### src/rtl/multicycle_control.sv
// Main control FSM for the multicycle RV32I core.
// Define MC_CTRL_MEM_WAIT_EN to make the memory states stall on mem_ready.
module multicycle_control (
    input  logic       clk,
    input  logic       rst_n,
    input  logic [6:0] opcode,
    input  logic [2:0] funct3,
    input  logic       zero,
    input  logic       mem_ready,
    output logic [1:0] alu_op,
    output logic [1:0] src_a,
    output logic [1:0] src_b,
    output logic [1:0] result_src,
    output logic       adr_src,
    output logic       mem_req,
    output logic       mem_write,
    output logic       ir_write,
    output logic       pc_write,
    output logic       reg_write,
    output logic       illegal,
    output logic       instr_done,
    output logic [3:0] state
);

    typedef enum logic [3:0] {
        S_RESET     = 4'd0,
        S_FETCH     = 4'd1,
        S_DECODE    = 4'd2,
        S_MEM_ADR   = 4'd3,
        S_MEM_READ  = 4'd4,
        S_MEM_WB    = 4'd5,
        S_MEM_WRITE = 4'd6,
        S_EXEC_R    = 4'd7,
        S_EXEC_I    = 4'd8,
        S_ALU_WB    = 4'd9,
        S_JAL       = 4'd10,
        S_BRANCH    = 4'd11,
        S_ILLEGAL   = 4'd12
    } state_t;

    localparam logic [6:0] OP_LOAD   = 7'b0000011;
    localparam logic [6:0] OP_STORE  = 7'b0100011;
    localparam logic [6:0] OP_R      = 7'b0110011;
    localparam logic [6:0] OP_I      = 7'b0010011;
    localparam logic [6:0] OP_JAL    = 7'b1101111;
    localparam logic [6:0] OP_BRANCH = 7'b1100011;

    state_t state_q;
    state_t state_d;
    state_t dec_next;
    logic   mem_done;

`ifdef MC_CTRL_MEM_WAIT_EN
    assign mem_done = mem_ready;
`else
    // Memory always answers in one cycle; mem_ready is deliberately ignored.
    assign mem_done = 1'b1 | mem_ready;
`endif

    assign state = state_q;

    always_ff @(posedge clk or negedge rst_n) begin
        if (!rst_n) state_q <= S_RESET;
        else        state_q <= state_d;
    end

    // Only BEQ/BNE are implemented among the branches.
    always_comb begin
        dec_next = S_ILLEGAL;
        unique case (1'b1)
            opcode == OP_LOAD,
            opcode == OP_STORE: dec_next = S_MEM_ADR;
            opcode == OP_R:     dec_next = S_EXEC_R;
            opcode == OP_I:     dec_next = S_EXEC_I;
            opcode == OP_JAL:   dec_next = S_JAL;
            opcode == OP_BRANCH && funct3[2:1] == 2'b00:
                                dec_next = S_BRANCH;
            default:            dec_next = S_ILLEGAL;
        endcase
    end

    always_comb begin
        state_d    = state_q;
        alu_op     = 2'b00;
        src_a      = 2'b00;
        src_b      = 2'b00;
        result_src = 2'b00;
        adr_src    = 1'b0;
        mem_req    = 1'b0;
        mem_write  = 1'b0;
        ir_write   = 1'b0;
        pc_write   = 1'b0;
        reg_write  = 1'b0;
        illegal    = 1'b0;
        instr_done = 1'b0;
        case (state_q)
            S_FETCH: begin
                mem_req    = 1'b1;
                src_b      = 2'b10;
                result_src = 2'b10;
                ir_write   = mem_done;
                pc_write   = mem_done;
                if (mem_done) state_d = S_DECODE;
            end
            S_DECODE: begin
                src_a   = 2'b01;
                src_b   = 2'b01;
                state_d = dec_next;
            end
            S_MEM_ADR: begin
                src_a   = 2'b10;
                src_b   = 2'b01;
                state_d = (opcode == OP_LOAD) ? S_MEM_READ : S_MEM_WRITE;
            end
            S_MEM_READ: begin
                mem_req = 1'b1;
                adr_src = 1'b1;
                if (mem_done) state_d = S_MEM_WB;
            end
            S_MEM_WB: begin
                result_src = 2'b01;
                reg_write  = 1'b1;
                instr_done = 1'b1;
                state_d    = S_FETCH;
            end
            S_MEM_WRITE: begin
                mem_req    = 1'b1;
                mem_write  = 1'b1;
                adr_src    = 1'b1;
                instr_done = mem_done;
                if (mem_done) state_d = S_FETCH;
            end
            S_EXEC_R: begin
                src_a   = 2'b10;
                alu_op  = 2'b10;
                state_d = S_ALU_WB;
            end
            S_EXEC_I: begin
                src_a   = 2'b10;
                src_b   = 2'b01;
                alu_op  = 2'b10;
                state_d = S_ALU_WB;
            end
            S_ALU_WB: begin
                reg_write  = 1'b1;
                instr_done = 1'b1;
                state_d    = S_FETCH;
            end
            S_JAL: begin
                src_a    = 2'b01;
                src_b    = 2'b10;
                pc_write = 1'b1;
                state_d  = S_ALU_WB;
            end
            S_BRANCH: begin
                src_a      = 2'b10;
                alu_op     = 2'b01;
                pc_write   = zero ^ funct3[0];
                instr_done = 1'b1;
                state_d    = S_FETCH;
            end
            S_ILLEGAL: begin
                illegal = 1'b1;
                state_d = S_FETCH;
            end
            default: state_d = S_FETCH;
        endcase
    end

endmodule

### config.mk
export PLATFORM = sky130hd
export DESIGN_NAME = multicycle_control
export DESIGN_NICKNAME = d
export VERILOG_FILES = /design/src/rtl/multicycle_control.sv
export SDC_FILE = /design/constraint.sdc
export NUM_CORES = 1
export LEC_CHECK = 0
export ABC_AREA = 0
export CAP_MARGIN = 20
export CORE_MARGIN = 2
export CORE_UTILIZATION = 33
export DETAILED_ROUTE_END_ITERATION = 16
export PLACE_DENSITY = 0.89
export SYNTH_ARGS = -nofsm -noshare
export SYNTH_HDL_FRONTEND = slang
export SYNTH_SLANG_ARGS = --single-unit
### constraint.sdc
create_clock -name clk -period 1.9 [get_ports clk]
set_clock_uncertainty 0.05 [all_clocks]
set_input_delay 0.285 -clock clk [delete_from_list [all_inputs] [get_ports clk]]
set_output_delay 0.285 -clock clk [all_outputs]
set_load 0.01 [all_outputs]
==> Word-level counts from Yosys, hierarchy flattened <==
Index checks and enable logic that the tools add are counted.
{ "word_totals": {"ff_bits": 4, "latch_bits": 0, "ramBits": 0, "romBits": 0, "in_bits": 14, "output_inout_bits": 20, "elab_cells": 48, "memories": 0} }
{ "op_classes": {"n_addsub": 0, "mul": 0, "n_div": 0, "magnitude_cmp": 0, "n_eq_ne": 18, "shifts": 0, "mux": 15, "bitwise_logic": 1, "n_reduce_logical": 13} }
{ "op_table": {"columns": ["op", "n"], "rows": [
  ["4-bit one-hot mux with 5 select lines", 2],
  ["4-bit == test (second input constant)", 5],
  ["4-bit by 3-bit == test with 1-bit output (second input constant)", 4],
  ["2-bit one-hot mux with 2 select lines", 4],
  ["7-bit by 6-bit == test with 1-bit output (second input constant)", 2],
  ["7-bit == test (second input constant)", 2],
  ["2-bit OR reduction", 6],
  ["3-bit OR reduction", 3],
  ["4-bit by 2-bit == test with 1-bit output (second input constant)", 2],
  ["4-bit OR reduction", 2],
  ["7-bit by 2-bit == test with 1-bit output (second input constant)", 1],
  ["7-bit by 5-bit == test with 1-bit output (second input constant)", 1],
  ["1-bit 2-to-1 mux", 7],
  ["4-bit by 1-bit == test with 1-bit output (second input constant)", 1],
  ["2-bit logical NOT", 1],
  ["2-bit 2-to-1 mux", 1],
  ["1-bit one-hot mux with 2 select lines", 1],
  ["1-bit logical AND", 1],
  ["1-bit XOR", 1]
]} }

==> Longest topological paths before layout <==
{ "logic_depth": {"ltp_word": 4, "depth_mapped": 5, "mapped_depth_nobuf": 4} }

==> Least setup slack after synthesis <==
OpenSTA, ideal clock, no wires.
{ "synth_timing": {"kind": "register to output", "from": "reg state_q[1], in the netlist state[1]", "to": "out mem_req", "arrival_ns": 1.355, "required_ns": 1.565, "slack_ns": 0.210, "stages_incl_launch_ff": 5, "path_buffers": 1, "cell_sequence": "dfrtp_1 clkbuf_1 nand2b_1 nor3_1 or2_2"} }
{ "synth_between": {"elab_chain_len": 3, "elab_cells_between_ends": 5, "cone_classes": "eq/ne (3); mux (1); reduce/logical (1)"} }
{ "synth_lines": {"columns": ["element", "line", "rtl"], "rows": [
  ["start: declaration", "48", "state_t state_q;"],
  ["start signal: assignment", "64", "else state_q <= state_d;"],
  ["4-bit by 3-bit == test with 1-bit output / 4-bit by 1-bit == test with 1-bit output (equally long branches)", "96", "case (state_q)"],
  ["3-bit OR reduction (no line) *", null, null],
  ["1-bit 2-to-1 mux *", "96", null],
  ["end: declaration", "15", "output logic mem_req,"]
]} }
Mark *: on every way between the ends. The rest lies on a longest branch, timed or not.

==> Worst setup path in the final report <==
{ "layout_timing": {"from": "reg state_q[2], in the netlist state[2]", "to": "out illegal"} }
{ "layout_between": {"elab_chain_len": 2} }
{ "layout_lines": {"columns": ["element", "line", "rtl"], "rows": [
  ["4-bit == test", "96", null],
  ["1-bit 2-to-1 mux", "96", null],
  ["end: declaration", "20", "output logic illegal,"]
]} }
Every way passes these cells.

==> run summary <==
The switching component of the power is 546 uW. The synthesis warning total is 0. The data required time at the worst endpoint came out at 1.56 ns.

The register with the most flip-flops in the layout has 4 of them. The cell area power density came out at between 1000 and 1500 mW/mm^2. The number of antenna violations at the first check in global routing is 0.

The clock net sink count came out at 4. In the routed design, unresolved DRC markers number 0. In the post-synthesis netlist, the biggest area contributors are dfrtp_1, nand2b_1, nor2_1. The CTS tree is built. The number of primary I/O pins is 34. The share of layout cells above drive strength 1 came out at 28.0%. The wire length of the first global-routing pass is 2.66 mm. The slowest stage of the critical path belongs to the cell clkdlybuf4s50_1. After global routing, the most crowded layer is met2. The global routing met2 resource utilization is around two fifths. The count of max-cap constraint violations is 0. The area enclosed by the die boundary is 0.00173 mm^2. The tree is rooted in a clkbuf_4. The critical path goes through buf_4, and3_1, clkdlybuf4s50_1. After clock tree synthesis, the clock-pin slew on the worst setup and hold paths is around 0.04 ns. The maximum clock rate is 538 MHz.

The distinct cell type count of the synthesized netlist is 31. STA classifies the critical path startpoint as a flop. The part of the power in the clock network came out at 8.6%.

In this run, post-CTS hold repair placed 0 buffers. The area overhead of the layout relative to synthesis came out at 96.5%. From left edge to right edge, the die measures ~42 um. The internal power is 720 uW. The data arrival time at the worst-slack endpoint is 1.52 ns. The worst pin sits at a relative slew slack of 80.0%.

Across every metal layer, demand over resource in global routing totals 20.6%. Synthesis produced a netlist whose cell count is 64. The critical path is of the reg2out type. Summed over all instances, the cell type with the most area after synthesis is dfrtp_1. Summed over all cells, the static leakage comes to around 0.43 nW. Along the worst path, the maximum fanout reaches 10.

In the routed layout, each cell is associated on average with a via count of roughly 5.5. Combinational logic burns 77.6% of the power. Setup repair after global routing could not meet its margin everywhere.

The share of total power in sequential cells came out at 13.8%. The routed length per placed instance is 13.3 um. Before antenna repair, the detailed router went through 4 iterations. STA classifies the critical path endpoint as an output pin. Of the total power, the share spent switching nets is 43.1%. The count of pins over their slew limit came out at 0. The maximum count of clock buffers along a single path came out at 2.

In this run the remaining antenna-violating nets after routing total 0. The post-route clock period utilization is approximately 100%. The floorplan step defined a core boundary enclosing 0.00132 mm^2. The post-route minimum period came out at 1.86 ns. The number of endpoints failing setup at the final stage came out at 0. When the netlist entered floorplanning its net count stood at 78. The total overflow reported by the global router came out at 0. The sequential-to-total area share from yosys stat is a little over a fifth. The worst hold margin is between 0.15 and 0.2 ns. For the final routed database, the setup TNS stands at 0 ns. The met3 track demand over resource in global routing is 3.04%. The count of buffers inserted at the top-level ports is 32.

The area of the mapped netlist is 467 um^2. The peak ir drop on the vdd network came out at 0.647 mV. For met1 alone, demand over resource in global routing was 17.5%. The total number of placement rows came out at 13. Of the post-synthesis cell area, the dominant cell type holds 21.4%.

For the pin with the worst max-slew slack, the measured transition is between 0.3 and 0.4 ns. For this block, the initial DRC count from the detailed router was 6. The insertion delay of the later-clocked pin in the worst-skew pair is roughly 0.24 ns.

The routability congestion estimate from global placement came out at 0.878. The total CTS buffers came out at 3. Summed over all nets, the half-perimeter wirelength after detailed placement is 1.28 mm. The final-report hold violation count came to 0.

The number of global-route vias before repair came out at 634. The largest net degree at the start of global routing is 11. The starting density of the core came out at 35.4%. The total via count in the routed design is 665. The largest single stage delay on the critical path is 0.52 ns. The worst hold path class is in2async. The antenna cell count is 0. For this block, the routed nets add up to 1.63 mm of wire. The placement-stage cell area came out at roughly 870 um^2. The area of all placed cells without fillers is 917 um^2. Synthesis inferred 4 register bits.

The count of nets after finishing is 123. The average instance area after synthesis is around 7.3 um^2. The run finished with clean final reports.

The floorplan step set the die height to 41.6 um. The count of H-tree levels built during CTS came out at 1.
==> power by group through the flow <==
stage	Combinational [mW]	Clock [mW]	Sequential, mW
after global placement	0.980	0	0.166
after CTS	0.969	0.113	0.171
after detailed placement	1.00	0	0.168
final	0.982	0.109	0.174
after global routing	1.05	0.119	0.181
after floorplan	0.451	0	0.170
==> layer usage <==
layer  part of all wire, %  up-vias
li1                      -      320
met1                    35      304
met2                    55       33
met3                   5.2        8
met4                   4.4        0
met5                     0        -
==> logic make-up after synthesis <==
kind of cell / synth area share [%]
compound gates: 26.5
mux: 2.14
simple gates: 43.2
buf+inv: 4.83
flops: 21.4
xor+xnor: 1.88
==> stage by stage <==
stage | power [mW] | utilization, % | std cells | setup WS, ns
global placement | 1.15 | 65.7 | 117 | -0.190
floorplan | 0.620 | - | 64 | 0.210
CTS | 1.25 | 68.8 | 122 | -0.0672
global route | 1.35 | 69.6 | 122 | -0.00125
detailed placement | 1.17 | 65.7 | 117 | -0.276
finish | 1.27 | 69.6 | 122 | 0.0417
==> final timing paths <==
check | from | end | slack [ns] | cells past startpoint
worst max-delay path | state[2] | illegal | 0.04 | 3
worst min-delay path | rst_n | state[3] | 0.20 | 1
worst max register to register | state[1] | state[1] | 0.33 | 5
worst min register to register | state[3] | state[1] | 0.59 | 2
max in group asynchronous | rst_n | state[0] | 1.40 | 1
min in group clk | funct3[1] | state[0] | 0.58 | 5
==> timing repair <==
action                                  CTS  global route
endpoints found under the setup margin   15             6
pin swaps                                 3             1
gates resized for setup                  21             5
buffers inserted                          2             0
==> area by class of cell <==
class	instances	area [um^2]
well taps	15	18.8
clock buffers	3	22.5
flip-flops and latches	4	103
fillers	110	400
repair buffers	45	398
multi-input cells	55	375
==> cell usage in the layout, fill, tap and decap left out, drive strengths merged, types with 2 or more instances in the layout <==
| cell type | count |
|---|---|
| nand2 | 6 |
| clkdlybuf4s50 | 16 |
| buf | 13 |
| clkbuf | 4 |
| or3 | 2 |
| o2bb2ai | 2 |
| nand2b | 6 |
| a21oi | 6 |
| dlygate4sd2 | 14 |
| nor2 | 10 |
| dfrtp | 4 |
| nor2b | 2 |
| o21ai | 2 |
| or4 | 2 |
==> Yosys cell counts (all sizes together) <==
master    n
nor4      1
a21oi     6
a2111oi   1
nor2     10
a21o      1
nor3b     1
a31o      1
or3b      1
and3      1
o22ai     1
or4       2
dfrtp     4
nand2     6
mux2i     1
o21ai     2
nand3     1
nand2b    6
nor2b     2
or3       2
o2bb2ai   2
buf       1
o41ai     1
nor3      1
o31ai     1
or2       1
nand3b    1
and2      1
clkbuf    4
xor2      1
==> worst max-delay path: cells and delay by family (launching register included) <==
family,cells,cell delay [ns]
buffers and inverters,2,0.72
AND/OR/NAND/NOR,1,0.16
flip-flops,1,0.40
Note: power is estimated with default switching activity, not from simulation.
